[src/rtl/quantization_relu_pkg.sv]
// Shared types and constants for the quantization/ReLU output stage.
package quantization_relu_pkg;

   typedef enum logic [2:0] {
      IDLE,
      MULT,
      ROUND,
      SAT,
      RELU,
      DONE
   } state_t;

   localparam int QMIN     = -256;
   localparam int QMAX     = 255;
   localparam int RELU_MAX = 127;

   localparam logic [30:0] DEFAULT_Q     = 31'd2014687024;
   localparam int unsigned DEFAULT_SHIFT = 8;

endpackage

[src/rtl/quantization_relu_if.sv]
// Request/result bundle between the accumulator source and the quantizer.
interface quantization_relu_if;

   logic        start;
   logic [63:0] a;
   logic [8:0]  num_quant;
   logic        quant_ok;
   logic [7:0]  num;
   logic        relu_ok;

   modport master (
      output start, a,
      input  num_quant, quant_ok, num, relu_ok
   );

   modport slave (
      input  start, a,
      output num_quant, quant_ok, num, relu_ok
   );

endinterface

[src/rtl/quantization_relu_relu_sat.sv]
// Combinational ReLU: 9-bit signed in, clamped to 0..RELU_MAX out.
module relu_sat
   import quantization_relu_pkg::*;
(
   input  logic signed [8:0] din,
   output logic        [7:0] dout
);

   always_comb begin
      dout = din[7:0];
      if (din[8]) begin
         dout = '0;
      end else if (din > 9'(RELU_MAX)) begin
         dout = 8'(RELU_MAX);
      end
   end

endmodule

[src/rtl/quantization_relu.sv]
// Multi-cycle requantizer: Q0.31 scale, round-half-up shift, saturate, ReLU.
module quantization_relu
   import quantization_relu_pkg::*;
#(
   parameter logic [30:0] Q     = DEFAULT_Q,
   parameter int unsigned SHIFT = DEFAULT_SHIFT
)
(
   input logic                clk,
   input logic                rst,
   quantization_relu_if.slave bus
);

   localparam logic signed [95:0] Q_EXT  = {65'd0, Q};
   localparam logic signed [95:0] RND    = 96'sd1 <<< (30 + SHIFT);
   localparam logic signed [95:0] SAT_LO = 96'(QMIN);
   localparam logic signed [95:0] SAT_HI = 96'(QMAX);

   state_t state, state_nxt;
   logic   accept;

   logic signed [63:0] a_q;
   logic signed [95:0] a_ext;
   logic signed [95:0] p_q;
   logic signed [95:0] r_q;
   logic signed [8:0]  sat_val;
   logic signed [8:0]  num_quant_q;
   logic        [7:0]  relu_out;
   logic        [7:0]  num_q;
   logic               quant_ok_q;
   logic               relu_ok_q;

   always_ff @(posedge clk) begin
      if (!rst) begin
         state <= IDLE;
      end else begin
         state <= state_nxt;
      end
   end

   always_comb begin
      state_nxt = state;
      accept    = 1'b0;
      case (state)
         IDLE: begin
            if (bus.start) begin
               accept    = 1'b1;
               state_nxt = MULT;
            end
         end
         MULT:  state_nxt = ROUND;
         ROUND: state_nxt = SAT;
         SAT:   state_nxt = RELU;
         RELU:  state_nxt = DONE;
         DONE: begin
            if (bus.start) begin
               accept    = 1'b1;
               state_nxt = MULT;
            end else begin
               state_nxt = IDLE;
            end
         end
         default: state_nxt = IDLE;
      endcase
   end

   // Full sign extension keeps the 64x31 product exact for every accumulator value.
   assign a_ext = {{32{a_q[63]}}, a_q};

   always_comb begin
      sat_val = r_q[8:0];
      if (r_q < SAT_LO) begin
         sat_val = 9'(QMIN);
      end else if (r_q > SAT_HI) begin
         sat_val = 9'(QMAX);
      end
   end

   relu_sat u_relu_sat (
      .din  (num_quant_q),
      .dout (relu_out)
   );

   always_ff @(posedge clk) begin
      if (!rst) begin
         a_q         <= '0;
         p_q         <= '0;
         r_q         <= '0;
         num_quant_q <= '0;
         num_q       <= '0;
         quant_ok_q  <= 1'b0;
         relu_ok_q   <= 1'b0;
      end else begin
         if (accept) begin
            a_q        <= bus.a;
            quant_ok_q <= 1'b0;
            relu_ok_q  <= 1'b0;
         end
         case (state)
            MULT:  p_q <= a_ext * Q_EXT;
            ROUND: r_q <= (p_q + RND) >>> (31 + SHIFT);
            SAT: begin
               num_quant_q <= sat_val;
               quant_ok_q  <= 1'b1;
            end
            RELU: begin
               num_q     <= relu_out;
               relu_ok_q <= 1'b1;
            end
            default: ;
         endcase
      end
   end

   assign bus.num_quant = num_quant_q;
   assign bus.quant_ok  = quant_ok_q;
   assign bus.num       = num_q;
   assign bus.relu_ok   = relu_ok_q;

endmodule

[src/flat_wrapper.sv]
// flat-port wrapper written by rule: the top's interface ports become plain ports
module quantization_relu_flat import quantization_relu_pkg::*;
#(
   parameter logic [30:0] Q     = DEFAULT_Q,
   parameter int unsigned SHIFT = DEFAULT_SHIFT
)
  (clk, rst, bus_start, bus_a, bus_num_quant, bus_quant_ok, bus_num, bus_relu_ok);
  quantization_relu_if bus_i ();
  input logic clk;
  input logic rst;
  input wire logic [$bits(bus_i.start)-1:0] bus_start;
  input wire logic [$bits(bus_i.a)-1:0] bus_a;
  output wire logic [$bits(bus_i.num_quant)-1:0] bus_num_quant;
  output wire logic [$bits(bus_i.quant_ok)-1:0] bus_quant_ok;
  output wire logic [$bits(bus_i.num)-1:0] bus_num;
  output wire logic [$bits(bus_i.relu_ok)-1:0] bus_relu_ok;
  assign bus_i.start = bus_start;
  assign bus_i.a = bus_a;
  assign bus_num_quant = bus_i.num_quant;
  assign bus_quant_ok = bus_i.quant_ok;
  assign bus_num = bus_i.num;
  assign bus_relu_ok = bus_i.relu_ok;
  quantization_relu #(.Q(Q), .SHIFT(SHIFT)) u_core (.clk(clk), .rst(rst), .bus(bus_i));
endmodule
[config.mk]
export PLATFORM = sky130hd
export DESIGN_NAME = quantization_relu_flat
export DESIGN_NICKNAME = d
export VERILOG_FILES = /design/src/rtl/quantization_relu_pkg.sv /design/src/rtl/quantization_relu_if.sv /design/src/rtl/quantization_relu_relu_sat.sv /design/src/rtl/quantization_relu.sv /design/src/flat_wrapper.sv
export SDC_FILE = /design/constraint.sdc
export NUM_CORES = 2
export LEC_CHECK = 0
export ABC_AREA = 1
export BUFFER_PORTS_ARGS = -buffer_cell sky130_fd_sc_hd__buf_2
export CORE_ASPECT_RATIO = 0.8
export CORE_MARGIN = 5
export CORE_UTILIZATION = 38
export CTS_CLUSTER_SIZE = 16
export DETAILED_ROUTE_END_ITERATION = 12
export HOLD_SLACK_MARGIN = 0.05
export SYNTH_ARGS = -nofsm -noshare
export SYNTH_HDL_FRONTEND = slang
export SYNTH_SLANG_ARGS = --single-unit
[constraint.sdc]
create_clock -name clk -period 9.1 [get_ports clk]
set_clock_uncertainty 0.2 [all_clocks]
set_input_delay 0.455 -clock clk [delete_from_list [all_inputs] [get_ports clk]]
set_output_delay 0.455 -clock clk [all_outputs]
set_load 0.01 [all_outputs]
; After elaboration in Yosys (flattened, before gate mapping)
; Index checks and enable logic that the tools add are counted.
[word_totals]
reg_bits = 235
output_inout_bits = 19
[op_classes]
add_sub_neg = 1
multipliers = 1
magnitude_cmp = 3
eq_ne = 6
mux = 12
reduce_logical = 4
[op_table]
columns = cell, count
row1 = 96-bit by 40-bit adder with 96-bit output (second input constant), 1
row2 = 64-bit by 28-bit multiplier with 92-bit output (second input constant), 1
row3 = 57-bit by 9-bit greater-than comparator with 1-bit output (second input constant), 1
row4 = 57-bit by 9-bit less-than comparator with 1-bit output (second input constant), 1
row5 = 9-bit 2-to-1 mux, 2
row6 = 3-bit case mux with 6 select lines, 1
row7 = 8-bit 2-to-1 mux, 2
row8 = 9-bit by 8-bit greater-than comparator with 1-bit output (second input constant), 1
row9 = 3-bit by 2-bit == test with 1-bit output (second input constant), 2
row10 = 3-bit == test (second input constant), 2
row11 = 1-bit 2-to-1 mux, 6
row12 = 2-bit nonzero test, 2
row13 = 3-bit by 1-bit == test with 1-bit output (second input constant), 1
row14 = 3-bit zero test, 1
row15 = 3-bit 2-to-1 mux, 1
row16 = 2-bit != test (second input constant), 1
row17 = 2-bit OR reduction, 1

; Longest topological paths before layout
[depth]
depth_word = 5
depth_mapped = 32
ltp_nobuf = 32

; Modules after synthesis
; Synthesis repeated with hierarchy kept, for this count alone.
[unflattened]
cells_unflattened = 5931
hier_area_um2 = 44646.6
[modules_own_cells]
columns = module, instances, cells_each, area_each_um2
row1 = quantization_relu, 1, 5915, 44582.8
row2 = relu_sat, 1, 16, 63.8

; Worst setup path after synthesis
; No wires, ideal clock.
[synth_timing]
path_type = register to register
startpoint = register u_core.a_q[63]
endpoint = register u_core.p_q[90]
setup_ns = 0.109
arrival_time_ns = 6.864
required_ns = 8.791
path_slack_ns = 1.927
stages_incl_launch_ff = 28
n_path_buf = 3
cell_sequence = dfxtp_1 > clkbuf_1 > inv_1 > clkbuf_1 > buf_1 > fa_1 > fa_1 > inv_1 > fa_1 > inv_1 > fa_1 > inv_1 > fa_1 > inv_1 > fa_1 > inv_1 > ha_1 > nand2_1 > nor2_1 > inv_2 > nor3_2 > nand3_1 > nor2_1 > nand3_1 > nand4_1 > nand3_1 > nand2_1 > inv_1
[synth_between]
elab_chain_len = 1
[synth_rtl]
columns = element, line_no
row1 = "start, declared", quantization_relu.sv:22  ; logic signed [63:0] a_q;
row2 = "start signal, assigned", quantization_relu.sv:95  ; a_q <= bus.a;
row3 = 64-bit by 28-bit multiplier with 92-bit output, quantization_relu.sv:100  ; MULT: p_q <= a_ext * Q_EXT;
row4 = "end signal, assigned", quantization_relu.sv:100
row5 = "end, declared", quantization_relu.sv:24  ; logic signed [95:0] p_q;
; No other way between the ends.
; A chain may end at the register's enable or synchronous reset.

; Final worst setup path
[layout_timing]
startpoint = register u_core.a_q[62]
endpoint = register u_core.p_q[93]
; Same word-level chain as after synthesis.

==> impl_metrics.tcl <==
set metrics [dict create \
    crit_fanout 12 \
    dp_slack_ns 1.34 \
    r2r-start "u_core.a_q[62]" \
    ff2ff_setup_slack_ns 1.23 \
    clk_path_buf_depth 3 \
    drive_gt1_share_pct 3.99 \
    synthFlopType "dfxtp_1" \
    wirelength_um 140000 \
    firstDrtPassIters 8 \
    crit_slowest_cell "dfxtp_1" \
    cp-endpoint "u_core.p_q[93]" \
    finalSetupViolCount 0 \
    start_util_pct 38.2 \
    fill_cells 12200 \
    synth_edf_count 0 \
    cts-root-buf "clkbuf_16" \
    synth_top_family_by_area "adder cells" \
    path_common_cell "inv_1" \
    hold_ws_ns 0.107 \
    die_w_um 392 \
    cts_setup_buffers 0 \
    ys_ff_latch 201 \
    status "finished, final reports clean" \
    placed_cells 7417 \
    viasPerCell 4.71 \
    drv_cap 0 \
    crit_type "flip-flop to flip-flop" \
    drc_errors 0 \
    worstMarginPinSlew_ns 1.02 \
    r2r-end "u_core.p_q[93]" \
    cts_buffers 28 \
    drtIter0Drc 2259 \
    max_clock_freq_mhz 127 \
    setup.worst_path.start "u_core.a_q[62]" \
    numPortBuffers 85 \
    ys_types 47 \
    clkTransAtPathRegs_ns 0.07 \
    arrival_ns 8.22 \
    antenna_left 0 \
    timing.final.crit_period_ns 7.87 \
    cts_tree "built" \
    ys_seq_area_share_pct 9.06 \
    finalHoldViolCount 0 \
    rows 112 \
    grt_pass1_vias 36900 \
    maxSlewHeadroom_pct 32.3 \
    syn_to_final_growth_pct 8.63 \
    cts_resized 0 \
    hpwlAfterDp_um 124000 \
    syn_nets 7208 \
    core_um2 116000 \
    multi_input_area_um2 32800 \
    avgSynthCellArea_um2 7.59 \
    yosys_warnings 0 \
    grt_overflow 0 \
    cts_hold_buf 65 \
    tns_ns 0 \
    final_max_slew_viol_count 0 \
    muxShareOfSynthArea_pct 0.0225 \
    worstSkewPairLatency_ns 0.65 \
    synth_compound_area_share_pct 5.77 \
    synth_cells 5848 \
    vias 35500 \
    grt_pass1_wl_um 221000 \
    crit_family "adder cells" \
    grt_setup_unrepaired "no" \
    yosys.area_share.simple_pct 16.1 \
    regArea_um2 4030 \
    grt_use_total_pct 23.3 \
    fin_cells 7534 \
    die-area_um2 124000 \
    htreeDepth 1 \
    slowest_delay_ns 0.85 \
    grt_max_degree 89 \
    synth_xor_xnor_area_share_pct 2.74 \
    wl_per_cell_um 18.6 \
    layout_setup_ws_ns 1.23 \
    ios 86 \
    required_ns 9.44 \
    endpoint_kind "flip-flop" \
    clkSinkCount 201 \
    period_share_pct 86.5 \
    netlist_area_um2 44400 \
    final_nets 7333 \
    synthArstFlopShare_pct 0 \
    diodes 0 \
    crit_buf_inv 8 \
    cp-start-kind "flip-flop" \
    synthAdderAreaFrac_pct 49.2 \
    hold_path.class "primary input to flip-flop" \
    worstSetupPathDepth 26 \
    r2r_cells 26 \
    die_y_um 316 \
    globalplace.congestion 0.973 \
    antenna_found_initial 0 \
]
metrics by stage:
stage	instance area [um^2]	utilization [%]
global route	48200	41.5
floorplan	44400	-
global placement	46600	40.1
detailed placement	46600	40.1
CTS	48200	41.5
finish	48200	41.5
final cells by class:
| class | instances | share of cell area [%] |
|---|---|---|
| well taps | 1539 | 3.99 |
| clock inverters | 21 | 0.483 |
| inverters | 1949 | 15.2 |
| clock buffers | 31 | 1.52 |
| repair buffers | 161 | 2.43 |
| flip-flops and latches | 201 | 8.35 |
| multi-input cells | 3632 | 68.1 |
cells in the mapped netlist, types with 3 or more instances:
library cell | number | share of area (%)
xnor2_1 | 31 | 0.61
o21ai_1 | 36 | 0.41
o21ai_0 | 143 | 1.6
nor3_2 | 7 | 0.16
a21o_1 | 18 | 0.30
ha_1 | 536 | 15
and2_1 | 8 | 0.11
fa_1 | 757 | 34
nor3_1 | 48 | 0.54
nor4_1 | 20 | 0.28
buf_2 | 3 | 0.034
nand4_1 | 53 | 0.75
nand3_1 | 133 | 1.5
inv_2 | 33 | 0.28
inv_1 | 1914 | 16
nand3_2 | 3 | 0.068
dfxtp_1 | 201 | 9.1
nor2_2 | 4 | 0.056
nor2_1 | 347 | 2.9
nand3b_1 | 3 | 0.051
a21oi_1 | 225 | 2.5
nand2_1 | 1047 | 8.9
or2_2 | 31 | 0.44
buf_1 | 9 | 0.076
o211ai_1 | 15 | 0.25
o21a_1 | 3 | 0.051
o21bai_1 | 30 | 0.51
clkbuf_1 | 54 | 0.46
xor2_1 | 108 | 2.1
nor2_4 | 3 | 0.076
or2_1 | 3 | 0.042
layout by cell type, fill, tap and decap left out, types with 33 or more instances in the layout:
master         instances
buf_2                 84
o21ai_0              143
nand2_1             1046
nand3_1              132
dfxtp_1              200
a21oi_1              225
nor2_1               347
ha_1                 536
xor2_1               108
nor3_1                47
o21ai_1               36
inv_1               1914
nand4_1               53
inv_2                 33
fa_1                 757
dlygate4sd3_1         65
worst register-to-register path, cell delays in order, from the launching register on:
cell and delay (ns):
dfxtp_1 0.85, inv_1 0.34, ha_1 0.42, xor2_1 0.20, fa_1 0.50, fa_1 0.50
inv_1 0.06, fa_1 0.55, inv_1 0.07, fa_1 0.47, inv_1 0.05, fa_1 0.53
inv_1 0.06, fa_1 0.52, inv_1 0.04, ha_1 0.45, nand2_1 0.14, nor2_1 0.19
inv_2 0.06, nor2_1 0.24, nand3_1 0.33, nor2_1 0.41, nand3_1 0.23, nand4_1 0.15
nand3_1 0.09, nand2_1 0.09, inv_1 0.04
layer usage:
| metal | up-vias | track usage [%] | share of wire, % |
|---|---|---|---|
| li1 | 17300 | - | - |
| met1 | 17300 | 35.9 | 50 |
| met2 | 881 | 35.7 | 42 |
| met3 | 107 | 2.91 | 5.9 |
| met4 | 0 | 3.01 | 1.5 |
| met5 | - | 0 | 0 |
cell families (layout without fill, tap and decap cells):
group           count (synthesis)  count (layout)
compound gates                476             476
simple gates                 1723            1723
xor+xnor                      139             139
buf+inv                      2015            2162
flops                         201             201
mux                             1               1
fa+ha+maj                    1293            1293
worst min path at each step:
| stage | from | endpoint | slack, ns | depth (start not counted) |
|---|---|---|---|---|
| 2_1_floorplan | u_core.r_q[0] | u_core.r_q[0] | 0.23 | 2 |
| 3_3_place_gp | u_core.bus.num[7] | u_core.bus.num[7] | 0.24 | 2 |
| 3_5_place_dp | u_core.bus.num[7] | u_core.bus.num[7] | 0.23 | 2 |
| 4_1_cts | rst | u_core.a_q[14] | 0.1 | 3 |
| 5_1_grt | rst | u_core.a_q[14] | 0.15 | 3 |
| 6_report | rst | u_core.a_q[14] | 0.11 | 3 |
state kept, by name, indices dropped and copies added (netlist names):
name	count
u_core.p_q	58
u_core.state	3
u_core.bus.num	8
u_core.a_q	64
u_core.bus.relu_ok	1
u_core.bus.num_quant	9
u_core.r_q	57
u_core.bus.quant_ok	1
Power is left out: the tool's default activity adds up to more than one toggle a clock period on the data nets, which glitch-free logic cannot reach.
